## src/rtl/shr_pkg.sv

```systemverilog
// Shared constants for the shifter output stage: state encodings and default widths.
package shr_pkg;

    localparam logic [1:0] EMPTY = 2'd0;
    localparam logic [1:0] ONE   = 2'd1;
    localparam logic [1:0] FULL  = 2'd2;

    localparam int DEFAULT_DATAWIDTH = 2;
    localparam int DEFAULT_CNTWIDTH  = 8;

endpackage

```

## src/rtl/shr_out_stage.sv

```systemverilog
// Registered output stage behind the logical right shifter: two-entry skid buffer
// with a registered zero flag and a delivered-result counter.
module shr_out_stage
    import shr_pkg::*;
#(
    parameter int DATAWIDTH = DEFAULT_DATAWIDTH,
    parameter int CNTWIDTH  = DEFAULT_CNTWIDTH
) (
    input  logic                 Clk,
    input  logic                 Rst,
    input  logic                 in_valid,
    output logic                 in_ready,
    input  logic [DATAWIDTH-1:0] d,
    output logic                 out_valid,
    input  logic                 out_ready,
    output logic [DATAWIDTH-1:0] q,
    output logic                 q_zero,
    output logic [CNTWIDTH-1:0]  xfer_cnt
);

    logic [1:0]           state_r;
    logic [DATAWIDTH-1:0] main_r;
    logic [DATAWIDTH-1:0] skid_r;
    logic                 zero_r;
    logic [CNTWIDTH-1:0]  cnt_r;
    logic                 in_xfer_s;
    logic                 out_xfer_s;

    // Handshake flags are decoded from the state register only, so no input reaches an output.
    assign in_ready   = (state_r != FULL);
    assign out_valid  = (state_r != EMPTY);
    assign in_xfer_s  = in_valid & in_ready;
    assign out_xfer_s = out_valid & out_ready;

    assign q        = main_r;
    assign q_zero   = zero_r;
    assign xfer_cnt = cnt_r;

    // Skid-buffer state machine, storage registers and delivery counter.
    always_ff @(posedge Clk) begin
        if (Rst) begin
            state_r <= EMPTY;
            main_r  <= '0;
            skid_r  <= '0;
            zero_r  <= 1'b1;
            cnt_r   <= '0;
        end else begin
            case (state_r)
                EMPTY: begin
                    if (in_xfer_s) begin
                        main_r  <= d;
                        zero_r  <= (d == '0);
                        state_r <= ONE;
                    end
                end
                ONE: begin
                    if (in_xfer_s && out_xfer_s) begin
                        main_r <= d;
                        zero_r <= (d == '0);
                    end else if (in_xfer_s) begin
                        skid_r  <= d;
                        state_r <= FULL;
                    end else if (out_xfer_s) begin
                        state_r <= EMPTY;
                    end
                end
                FULL: begin
                    // in_ready is low here, so the upstream side cannot transfer.
                    if (out_xfer_s) begin
                        main_r  <= skid_r;
                        zero_r  <= (skid_r == '0);
                        state_r <= ONE;
                    end
                end
                default: begin
                    state_r <= EMPTY;
                end
            endcase

            if (out_xfer_s) begin
                cnt_r <= cnt_r + {{(CNTWIDTH-1){1'b0}}, 1'b1};
            end
        end
    end

endmodule
```

## config.mk

```make
export PLATFORM = sky130hd
export DESIGN_NAME = shr_out_stage
export DESIGN_NICKNAME = d
export VERILOG_FILES = /design/src/rtl/shr_pkg.sv /design/src/rtl/shr_out_stage.sv
export SDC_FILE = /design/constraint.sdc
export NUM_CORES = 1
export LEC_CHECK = 0
export ABC_AREA = 1
export CAP_MARGIN = 20
export CORE_MARGIN = 4
export CORE_UTILIZATION = 50
export CTS_CLUSTER_SIZE = 10
export DETAILED_ROUTE_END_ITERATION = 6
export PLACE_DENSITY = 0.78
export SLEW_MARGIN = 5
export SYNTH_ARGS = -nofsm -noshare
export SYNTH_HDL_FRONTEND = slang
export SYNTH_SLANG_ARGS = --single-unit
```

## constraint.sdc

```tcl
create_clock -name Clk -period 1.58 [get_ports Clk]
set_input_delay 0.158 -clock Clk [delete_from_list [all_inputs] [get_ports Clk]]
set_output_delay 0.158 -clock Clk [all_outputs]
set_load 0.005 [all_outputs]
```

==> key figures, run 1 <==
Outcome
  – Outcome: completed

Drt
  – Drt total wl: 1590 µm
  – Residual DRC count: 0
  – Initial DRC count: 13
  – First-pass iteration count of the detailed router: 4
  – Number of routed nets with antenna violations: 0
  – Post-DR wirelength/cell: 10.9 µm
  – Via count: 715
  – DR vias/cell: 4.93

Global routing
  – First-pass GRT wire length: 2550 µm
  – GRT Total Usage: 0.171
  – Number of global-route vias before repair: 602
  – Initial antenna violation count: 0
  – Congestion Overflow GR: 0
  – Largest net degree at the start of global routing: 11

Critical path
  – Cell at the slowest stage of the critical path: clkdlybuf4s50_1
  – R2R Setup Slk: 340 ps
  – Worst r2r path cells: 6
  – WP data arrival: 1340 ps
  – CP Capture Type: output port
  – Critical path cell sequence: inv_2 -> nand2_2 -> clkdlybuf4s50_1
  – Critical path launch point type: register
  – CP Data Required Time: 1420 ps
  – Worst-path fanout max: 6
  – Max incr delay on CP: 520 ps
  – Crit path kind: register to output port
  – Reg-to-reg critical path startpoint: xfer_cnt[0]$_SDFFE_PP0P_
  – FF-to-FF End: xfer_cnt[4]$_SDFFE_PP0P_

Clock network
  – CTS Buffer Depth: 2
  – CTS tree: yes
  – CTS clk-pin slew, worst paths: 80 ps
  – TritonCTS Buffers: 3
  – Root Buffer: clkbuf_4
  – Max H-tree Level: 1
  – Hold_buf cts: 0
  – Clk_lat worst skew: 280 ps
  – Clock tree sinks: 15

Timing
  – Max-Slew Margin vs Limit: 0.753
  – Fmax: 669 MHz
  – RSZ-0062 raised after global routing: false
  – Max-slew violations: 0
  – PnR worst setup slack: 84.3 ps
  – Final setup viols: 0
  – Tcrit/Tclk final: 0.947
  – Min Hold Slack: 479 ps
  – Tightest Pin Transition: 370 ps
  – Final Hold Fails: 0
  – Setup TNS: 0 ps
  – Post-route minimum period: 1500 ps
  – Max Clock Skew: 5.20 ps

Finish
  – Leading cell types in the layout, fill and taps excluded: nand2_1 (22), clkdlybuf4s50_1 (18), nor2_1 (16), dfxtp_1 (13), inv_1 (12)
  – Antenna Cells: 0
  – FILL cells: 123
  – Share of cells above drive strength 1: 0.146
  – Area Growth Syn to Fin: 30.9%
  – Layout Nets: 138
  – Most common cell after layout, fill and taps aside: nand2_1

Floorplanning
  – Core area: 1370 µm²
  – Starting density of the core: 0.557
  – Ports: 19
  – Die Span X: 47.0 µm
  – Row Count: 13
  – Die Area: 2210 µm²
  – Die Span Y: 47.0 µm

Hold path
  – Hold Startpoint: skid_r[0]$_SDFFE_PP0P_
  – Hold WC Path Type: register to register
  – WHS Path Cells: 2
  – Worst hold path endpoint: skid_r[0]$_SDFFE_PP0P_

Synth
  – Post-synth top area cell: dfxtp_1
  – Post-synthesis sequential area ratio: 0.395
  – Top area cells in the synthesized netlist: dfxtp_1 (39%), nand2_1 (11%), nor2_1 (7.9%), nand3_1 (5.9%), inv_1 (5.9%)
  – Ys Warns: 0
  – Post-synth cell types: 20
  – Post-synthesis register bit count: 15
  – Cell area after synthesis: 761 µm²
  – Post-Synthesis Cells: 107
  – Synth Area per Inst: 7.11 µm²
  – Syn nets: 114
  – Post-synth top area share: 0.395

Pwr
  – Power Dens Cells: 776 nW/µm²
  – Maximum vdd drop: 0.641 mV
  – LEAKAGE: 0.426 nW

Placement
  – HPWL after DPL: 1240 µm
  – Pre-CTS setup slack: 190 ps
  – Port-buffer cells: 18
  – Gpl congestion: 0.789

Flow run
  – Max-cap violations: 0
[worst max-delay path by stage]
stage                                        start                  endpoint  slack, ps  depth (start not counted)
after floorplan           xfer_cnt[0]$_SDFFE_PP0P_  xfer_cnt[4]$_SDFFE_PP0P_        460                          6
after detailed placement                 out_ready         q[1]$_SDFFE_PP0P_        190                          8
after global placement                   out_ready         q[1]$_SDFFE_PP0P_        220                          8
final                      state_r[0]$_SDFFE_PP0P_                  in_ready         80                          3
after CTS                  state_r[0]$_SDFFE_PP0P_                  in_ready         10                          3
after global routing       state_r[0]$_SDFFE_PP0P_                  in_ready         40                          3
[power breakdown]
part           internal (W)  total (W)  leakage, nW  switching, W
Sequential         0.000398   0.000413        0.123     0.0000150
Combinational     0.0000725   0.000142        0.288     0.0000700
Clock             0.0000980   0.000218       0.0150      0.000120
Total              0.000568   0.000773        0.426      0.000205
[cell type report]
type / instances / area, µm² / area share
multi-input cells: 76 / 387 / 0.388
flip-flops and latches: 15 / 303 / 0.304
repair buffers: 19 / 188 / 0.188
inverters: 16 / 73.8 / 0.0741
clock buffers: 4 / 26.3 / 0.0264
well taps: 15 / 18.8 / 0.0188
[timing repair]
action,4_1_cts,5_1_grt
buffers inserted,0,0
setup endpoints to repair,0,2
gates resized for setup,0,2
[critical path, delay by kind of cell (launching register included)]
kind	cells	cell delay, ps
buffers and inverters	2	570
flip-flops	1	380
AND/OR/NAND/NOR	1	110
[cell usage after synthesis]
library cell	number
inv_2	3
nand2_2	2
nor2_1	16
inv_1	12
o21ai_2	1
nor2_4	2
nand3_1	9
xor2_1	1
nand2_1	22
bufinv_8	1
dfxtp_1	15
nand2_4	2
a21oi_1	6
nor2_2	1
o21ai_0	7
o21bai_1	1
a211oi_1	1
ha_1	1
o21ai_1	3
nand3_2	1
[cell families (layout without fill, tap and decap cells)]
kind of cell	after synthesis	in the layout	share of synthesized area
buf+inv	16	39	0.0970
compound gates	19	19	0.137
simple gates	55	55	0.344
flops	15	15	0.395
xor+xnor	1	1	0.0115
fa+ha+maj	1	1	0.0164
[flip-flops by register name (all words and copies together) (netlist names)]
name and count:
state_r 2, q 2, q_zero 1, skid_r 2
xfer_cnt 8
[through the flow]
step           cells  instance area, µm²  utilization  total power (W)
2_1_floorplan    107                 761            -         0.000495
3_3_place_gp     141                 967        0.708         0.000559
3_5_place_dp     141                 967        0.708         0.000563
4_1_cts          145                 993        0.727         0.000784
5_1_grt          145                 996        0.729         0.000826
6_report         145                 996        0.729         0.000773
[routing by layer]
layer,part of all wire,vias up,global-route usage
met5,0,-,0
met4,0.028,0,0.133
met3,0.049,4,0.0345
met2,0.43,18,0.241
met1,0.49,306,0.225
li1,-,387,-
Note: power is estimated with default switching activity, not from simulation.
==> run 2: changes to the inputs <==
CORE_UTILIZATION = 55   (was 50)
DONT_BUFFER_PORTS = 1   (was unset)
PLACE_DENSITY = 0.67   (was 0.78)
==> run 2 against run 1 <==
  * Register-to-register slack is essentially flat
  * Sequential power is essentially flat
  * First-iteration DRC count shrank 46%
  * Worst hold slack lost 410 ps
  * Worst setup slack gained 260 ps
  * Core utilization shrank 10 points
  * Sequential share of layout area grew 6.4 points
  * Combinational power shrank 36%
  * Final cell count shrank 12%
  * Total power shrank 6.3%
  * Critical endpoint is now xfer_cnt[4]$_SDFFE_PP0P_
  * Largest power group unchanged
==> key figures, run 2 (synthesis gave the netlist of run 1 again) <==
Timing
  – Max-Slew Margin vs Limit: 0.756 (was 0.753)
  – Tcrit/Tclk final: 0.781 (was 0.947)
  – Tightest Pin Transition: 366 ps (was 370 ps)
  – RSZ-0062 raised after global routing: false (unchanged)
  – Post-route minimum period: 1230 ps (was 1500 ps)
  – Final setup viols: 0 (unchanged)
  – Max-slew violations: 0 (unchanged)
  – PnR worst setup slack: 346 ps (was 84.3 ps)
  – Setup TNS: 0 ps (unchanged)
  – Max Clock Skew: 1.22 ps (was 5.20 ps)
  – Fmax: 810 MHz (was 669 MHz)
  – Final Hold Fails: 0 (unchanged)

Floorplanning
  – Core area: 1300 µm² (was 1370 µm²)
  – Die Span Y: 45.2 µm (was 47.0 µm)
  – Die Span X: 45.2 µm (was 47.0 µm)
  – Starting density of the core: 0.585 (was 0.557)
  – Ports: 19 (unchanged)
  – Die Area: 2040 µm² (was 2210 µm²)
  – Row Count: 13 (unchanged)

Finish
  – Most common cell after layout, fill and taps aside: nand2_1 (unchanged)
  – Layout Nets: 120 (was 138)
  – FILL cells: 122 (was 123)
  – Leading cell types in the layout, fill and taps excluded: nand2_1 (22), nor2_1 (16), dfxtp_1 (15), inv_1 (12), nand3_1 (9) (was nand2_1 (22), clkdlybuf4s50_1 (18), nor2_1 (16), dfxtp_1 (13), inv_1 (12))
  – Area Growth Syn to Fin: 7.24% (was 30.9%)
  – Final core utilization: 0.627 (was 0.729)
  – Antenna Cells: 0 (unchanged)
  – Max reg flops: 8 (unchanged)
  – Design area: 816 µm² (was 996 µm²)
  – Share of cells above drive strength 1: 0.143 (was 0.146)

Placement
  – HPWL after DPL: 1030 µm (was 1240 µm)
  – Placed Area: 779 µm² (was 967 µm²)
  – Gpl congestion: 0.817 (was 0.789)
  – Port-buffer cells: 0 (was 18)
  – Pre-CTS setup slack: 362 ps (was 190 ps)

Global routing
  – Initial antenna violation count: 0 (unchanged)
  – First-pass GRT wire length: 2170 µm (was 2550 µm)
  – Largest net degree at the start of global routing: 11 (unchanged)
  – Congestion Overflow GR: 0 (unchanged)
  – GRT Total Usage: 0.151 (was 0.171)
  – Number of global-route vias before repair: 528 (was 602)

Critical path
  – Crit path kind: register to register (was register to output port)
  – Cell at the slowest stage of the critical path: dfxtp_1 (was clkdlybuf4s50_1)
  – Reg-to-reg critical path startpoint: xfer_cnt[0]$_SDFFE_PP0P_ (unchanged)
  – CP Data Required Time: 1800 ps (was 1420 ps)
  – Worst-path fanout max: 5 (was 6)
  – Critical path launch point type: register (unchanged)
  – Worst Setup SP: xfer_cnt[0]$_SDFFE_PP0P_ (was state_r[0]$_SDFFE_PP0P_)
  – WP data arrival: 1450 ps (was 1340 ps)
  – CP Capture Type: register (was output port)
  – Max incr delay on CP: 410 ps (was 520 ps)
  – Critical path cell sequence: ha_1 -> inv_1 -> nor2_1 -> xor2_1 -> nand2_1 -> a21oi_1 (was inv_2 -> nand2_2 -> clkdlybuf4s50_1)

Outcome
  – Outcome: completed (unchanged)

Flow run
  – Max-cap violations: 0 (unchanged)

Clock network
  – # resized after CTS: 0 (unchanged)
  – Max H-tree Level: 1 (unchanged)
  – CTS Buffer Depth: 2 (unchanged)
  – CTS clk-pin slew, worst paths: 90 ps (was 80 ps)
  – Root Buffer: clkbuf_4 (unchanged)
  – Clk_lat worst skew: 280 ps (about the same)
  – Clock tree sinks: 15 (unchanged)
  – TritonCTS Buffers: 3 (unchanged)
  – CTS tree: yes (unchanged)

Drt
  – Via count: 641 (was 715)
  – Number of routed nets with antenna violations: 0 (unchanged)
  – DR vias/cell: 5.05 (was 4.93)
  – Drt total wl: 1290 µm (was 1590 µm)
  – Initial DRC count: 7 (was 13)
  – Residual DRC count: 0 (unchanged)
  – Post-DR wirelength/cell: 10.1 µm (was 10.9 µm)
  – First-pass iteration count of the detailed router: 3 (was 4)

Hold path
  – Hold WC Path Type: input pin to register (was register to register)
  – Hold Startpoint: d[1] (was skid_r[0]$_SDFFE_PP0P_)

Pwr
  – Total power: 0.000724 W (was 0.000773 W)
  – Logic pwr share: 0.125 (was 0.184)
  – Maximum vdd drop: 0.542 mV (was 0.641 mV)
  – Sw Share: 0.268 (was 0.265)
  – Pint: 0.000530 W (was 0.000568 W)
  – Power Dens Cells: 888 nW/µm² (was 776 nW/µm²)
  – Clock Power Share: 0.303 (was 0.282)
  – NetSw: 0.000194 W (was 0.000205 W)
  – Sequential share of power: 0.571 (was 0.534)
  – LEAKAGE: 0.359 nW (was 0.426 nW)
## run 2: changes by cell type in the layout (fill, tap and decap cells not counted)
| cell | before | now |
|---|---|---|
| dlygate4sd3_1 | 0 | 1 |
| dfxtp_2 | 2 | 0 |
| dfxtp_1 | 13 | 15 |
| buf_4 | 1 | 0 |
| clkdlybuf4s50_1 | 18 | 0 |
## run 2: worst max-delay path, delay by kind of cell, from the launching register on
| kind | cells | cell delay, ps |
|---|---|---|
| xor gates and xnor gates | 1 | 150 |
| DFF | 1 | 410 |
| AOI/OAI and AO/OA | 1 | 110 |
| and+or+nand+nor | 2 | 180 |
| buffers and inverters | 1 | 70 |
| adders and majority gates | 1 | 240 |
## run 2: what timing repair did
| action | in CTS | in global routing |
|---|---|---|
| hold buffers | 1 | 0 |
| setup buffers | 0 | 0 |
| endpoints found under the hold margin | 5 | 0 |
## run 2: power groups by stage
stage	logic, W	registers [W]	clock network [W]
2_1_floorplan	0.0000753	0.000420	0
3_3_place_gp	0.0000877	0.000423	0
3_5_place_dp	0.0000885	0.000423	0
4_1_cts	0.0000926	0.000414	0.000230
5_1_grt	0.000105	0.000417	0.000247
6_report	0.0000908	0.000414	0.000220
## run 2: final cells by class
cell class              instances  area (µm²)  area share
multi-input cells              76         387       0.474
flip-flops and latches         15         300       0.368
inverters                      16        73.8      0.0905
clock buffers                   4        26.3      0.0322
well taps                      15        18.8      0.0230
repair buffers                  1        10.0      0.0123
## run 2: path summary, 6_finish.rpt
kind              cells past startpoint  slack, ps                  endpoint
setup reg to reg                      6        350  xfer_cnt[4]$_SDFFE_PP0P_
hold / removal                        2         70    skid_r[1]$_SDFFE_PP0P_
setup / recovery                      6        350  xfer_cnt[4]$_SDFFE_PP0P_
hold reg to reg                       2        460    skid_r[1]$_SDFFE_PP0P_
## run 2: layer usage
layer	up-vias	part of all wire	track usage
met2	18	0.44	0.203
met3	5	0.090	0.0598
met5	-	0	0
met1	271	0.44	0.186
met4	0	0.033	0.123
li1	347	-	-
## run 2: metrics by stage
| step | cells | hold slack (ps) |
|---|---|---|
| floorplan | 107 | 225 |
| global placement | 122 | 227 |
| detailed placement | 122 | 228 |
| CTS | 127 | 66.0 |
| global route | 127 | 83.3 |
| finish | 127 | 67.5 |
==> run 3: changes to the inputs <==
CORE_UTILIZATION = 53   (was 55)
PLACE_DENSITY = 0.68   (was 0.67)
clock period = 1.1 ns   (was 1.58 ns; I/O delays follow)
==> run 3 against run 2 <==
  * Sequential power increased by 45%
  * Wire length rose by 38%
  * Clock skew increased by 6.2 ps
  * Non-clock buffer count increased by 13
  * Die area rose by 3.1%
  * Final area increased by 22%
  * Worst hold slack worse by 59 ps
  * Global-route usage is 3.2 points higher
  * Sequential share of layout area down 5.3 points
==> key figures, run 3 (synthesis gave the netlist of run 1 again) <==
Floorplanning
  – Row Count: 13 (unchanged)
  – Die Area: 2110 µm² (was 2040 µm²)
  – Die Span X: 45.9 µm (was 45.2 µm)
  – Starting density of the core: 0.570 (was 0.585)
  – Die Span Y: 45.9 µm (was 45.2 µm)
  – Ports: 19 (unchanged)
  – Core area: 1330 µm² (was 1300 µm²)

Drt
  – Post-DR wirelength/cell: 12.6 µm (was 10.1 µm)
  – Initial DRC count: 15 (was 7)
  – DR vias/cell: 5.26 (was 5.05)
  – First-pass iteration count of the detailed router: 4 (was 3)
  – Drt total wl: 1770 µm (was 1290 µm)
  – Residual DRC count: 0 (unchanged)
  – Via count: 736 (was 641)
  – Number of routed nets with antenna violations: 0 (unchanged)

Critical path
  – Crit path buf inv count: 0 (was 1)
  – Reg-to-reg critical path startpoint: xfer_cnt[0]$_SDFFE_PP0P_ (unchanged)
  – Critical path cell sequence: nand3_1 -> nor2_4 -> nand3_2 -> nand2_1 -> nand2_1 -> nor2_1 (was ha_1 -> inv_1 -> nor2_1 -> xor2_1 -> nand2_1 -> a21oi_1)
  – Cell at the slowest stage of the critical path: dfxtp_4 (was dfxtp_1)
  – Delay-heaviest family, CP: simple AND/OR/NAND/NOR gates (was flip-flops)
  – WP data arrival: 1300 ps (was 1450 ps)
  – Critical path launch point type: register (unchanged)
  – Crit path kind: register to register (unchanged)
  – CP Capture Type: register (unchanged)
  – R2R Setup Slk: 30 ps (was 350 ps)
  – FF-to-FF End: xfer_cnt[7]$_SDFFE_PP0P_ (was xfer_cnt[4]$_SDFFE_PP0P_)
  – CP dominant cell by count: nand2_1
  – Worst-path fanout max: 4 (was 5)
  – Max incr delay on CP: 390 ps (was 410 ps)
  – CP Data Required Time: 1330 ps (was 1800 ps)
  – Worst r2r path cells: 6 (unchanged)

Pwr
  – Power Dens Cells: 1100 nW/µm² (was 888 nW/µm²)
  – LEAKAGE: 0.440 nW (was 0.359 nW)
  – Total power: 0.00110 W (was 0.000724 W)
  – Maximum vdd drop: 0.827 mV (was 0.542 mV)

Global routing
  – Initial antenna violation count: 0 (unchanged)
  – First-pass GRT wire length: 2820 µm (was 2170 µm)
  – Busiest grt layer: met2 (unchanged)
  – Grt met1 use: 0.254 (was 0.186)
  – Number of global-route vias before repair: 652 (was 528)
  – Congestion Overflow GR: 0 (unchanged)
  – GRT Total Usage: 0.183 (was 0.151)
  – Met3 usage: 0.0553 (was 0.0598)
  – Global-route met2 utilization: 0.272 (was 0.203)
  – Largest net degree at the start of global routing: 11 (unchanged)

Clock network
  – CTS clk-pin slew, worst paths: 100 ps (was 90 ps)
  – CTS Buffer Depth: 2 (unchanged)
  – Clk_lat worst skew: 290 ps (was 280 ps)
  – TritonCTS Buffers: 3 (unchanged)
  – Clock tree sinks: 15 (unchanged)
  – Max H-tree Level: 1 (unchanged)
  – Root Buffer: clkbuf_4 (unchanged)
  – CTS tree: yes (unchanged)

Timing
  – Tightest Pin Transition: 253 ps (was 366 ps)
  – Max Clock Skew: 7.39 ps (was 1.22 ps)
  – Min Hold Slack: 8.80 ps (was 67.5 ps)
  – Post-route minimum period: 1070 ps (was 1230 ps)
  – Final Hold Fails: 0 (unchanged)
  – Max-slew violations: 0 (unchanged)
  – RSZ-0062 raised after global routing: true (was false)
  – Max-Slew Margin vs Limit: 0.831 (was 0.756)
  – Tcrit/Tclk final: 0.969 (was 0.781)
  – Setup TNS: 0 ps (unchanged)
  – Final setup viols: 0 (unchanged)
  – Fmax: 938 MHz (was 810 MHz)

Finish
  – Area of the multi-input gates: 445 µm² (was 387 µm²)
  – Layout Nets: 133 (was 120)
  – FILL cells: 111 (was 122)
  – Max reg flops: 8 (unchanged)
  – Leading cell types in the layout, fill and taps excluded: nand2_1 (20), nor2_1 (13), buf_4 (12), inv_1 (11), dfxtp_1 (10) (was nand2_1 (22), nor2_1 (16), dfxtp_1 (15), inv_1 (12), nand3_1 (9))
  – Antenna Cells: 0 (unchanged)
  – Share of cells above drive strength 1: 0.376 (was 0.143)
  – Area Growth Syn to Fin: 30.9% (was 7.24%)
  – Most common cell after layout, fill and taps aside: nand2_1 (unchanged)
  – Sequential Area: 314 µm² (was 300 µm²)
  – Design area: 996 µm² (was 816 µm²)

Hold path
  – WHS Path Cells: 2 (unchanged)
  – Hold Startpoint: d[1] (unchanged)
  – Hold WC Path Type: input pin to register (unchanged)
  – Worst hold path endpoint: skid_r[1]$_SDFFE_PP0P_ (unchanged)

Placement
  – Placed Area: 881 µm² (was 779 µm²)
  – HPWL after DPL: 1290 µm (was 1030 µm)
  – Port-buffer cells: 0 (unchanged)
  – Gpl congestion: 0.753 (was 0.817)

Outcome
  – Outcome: completed (unchanged)

Flow run
  – Max-cap violations: 0 (unchanged)
-- run 3: through the flow --
stage,setup slack (ps),std cells,util
floorplan,6.15,107,-
global placement,-2.27,135,0.660
detailed placement,-26.2,135,0.660
CTS,-25.9,139,0.686
global route,-51.7,140,0.747
finish,34.2,140,0.747
-- run 3: how the worst max path moves through the flow --
stage | end | start | slack, ps | cells after the start
after floorplan | xfer_cnt[4]$_SDFFE_PP0P_ | xfer_cnt[1]$_SDFFE_PP0P_ | 6 | 6
after global placement | xfer_cnt[4]$_SDFFE_PP0P_ | xfer_cnt[0]$_SDFFE_PP0P_ | -2 | 6
after detailed placement | xfer_cnt[4]$_SDFFE_PP0P_ | xfer_cnt[1]$_SDFFE_PP0P_ | -30 | 6
after CTS | xfer_cnt[4]$_SDFFE_PP0P_ | xfer_cnt[0]$_SDFFE_PP0P_ | -30 | 6
after global routing | xfer_cnt[7]$_SDFFE_PP0P_ | xfer_cnt[0]$_SDFFE_PP0P_ | -50 | 6
final | xfer_cnt[7]$_SDFFE_PP0P_ | xfer_cnt[0]$_SDFFE_PP0P_ | 30 | 6
-- run 3: repair_timing --
action | CTS | global route
setup buffers | 0 | 1
hold endpoints to repair | 5 | 5
endpoints found under the setup margin | 7 | 10
pin swaps | 1 | 5
resized for setup | 4 | 24
cloned | 0 | 0
-- run 3: where the power goes --
| group | switching (W) | internal [W] | total [W] |
|---|---|---|---|
| logic | 0.0000986 | 0.0000780 | 0.000177 |
| registers | 0.0000296 | 0.000570 | 0.000599 |
| clock network | 0.000186 | 0.000135 | 0.000321 |
-- run 3: final cells by class --
class / instances / share of cell area
clock buffers: 3 / 0.0226
clock inverters: 1 / 0.00503
inverters: 16 / 0.0791
multi-input cells: 76 / 0.447
flip-flops and latches: 15 / 0.315
well taps: 15 / 0.0188
repair buffers: 14 / 0.112
-- run 3: per-layer routing --
metal / share of wire / up-vias
met3: 0.075 / 6
met2: 0.45 / 28
li1: - / 376
met4: 0.020 / 0
met1: 0.46 / 326
met5: 0 / -
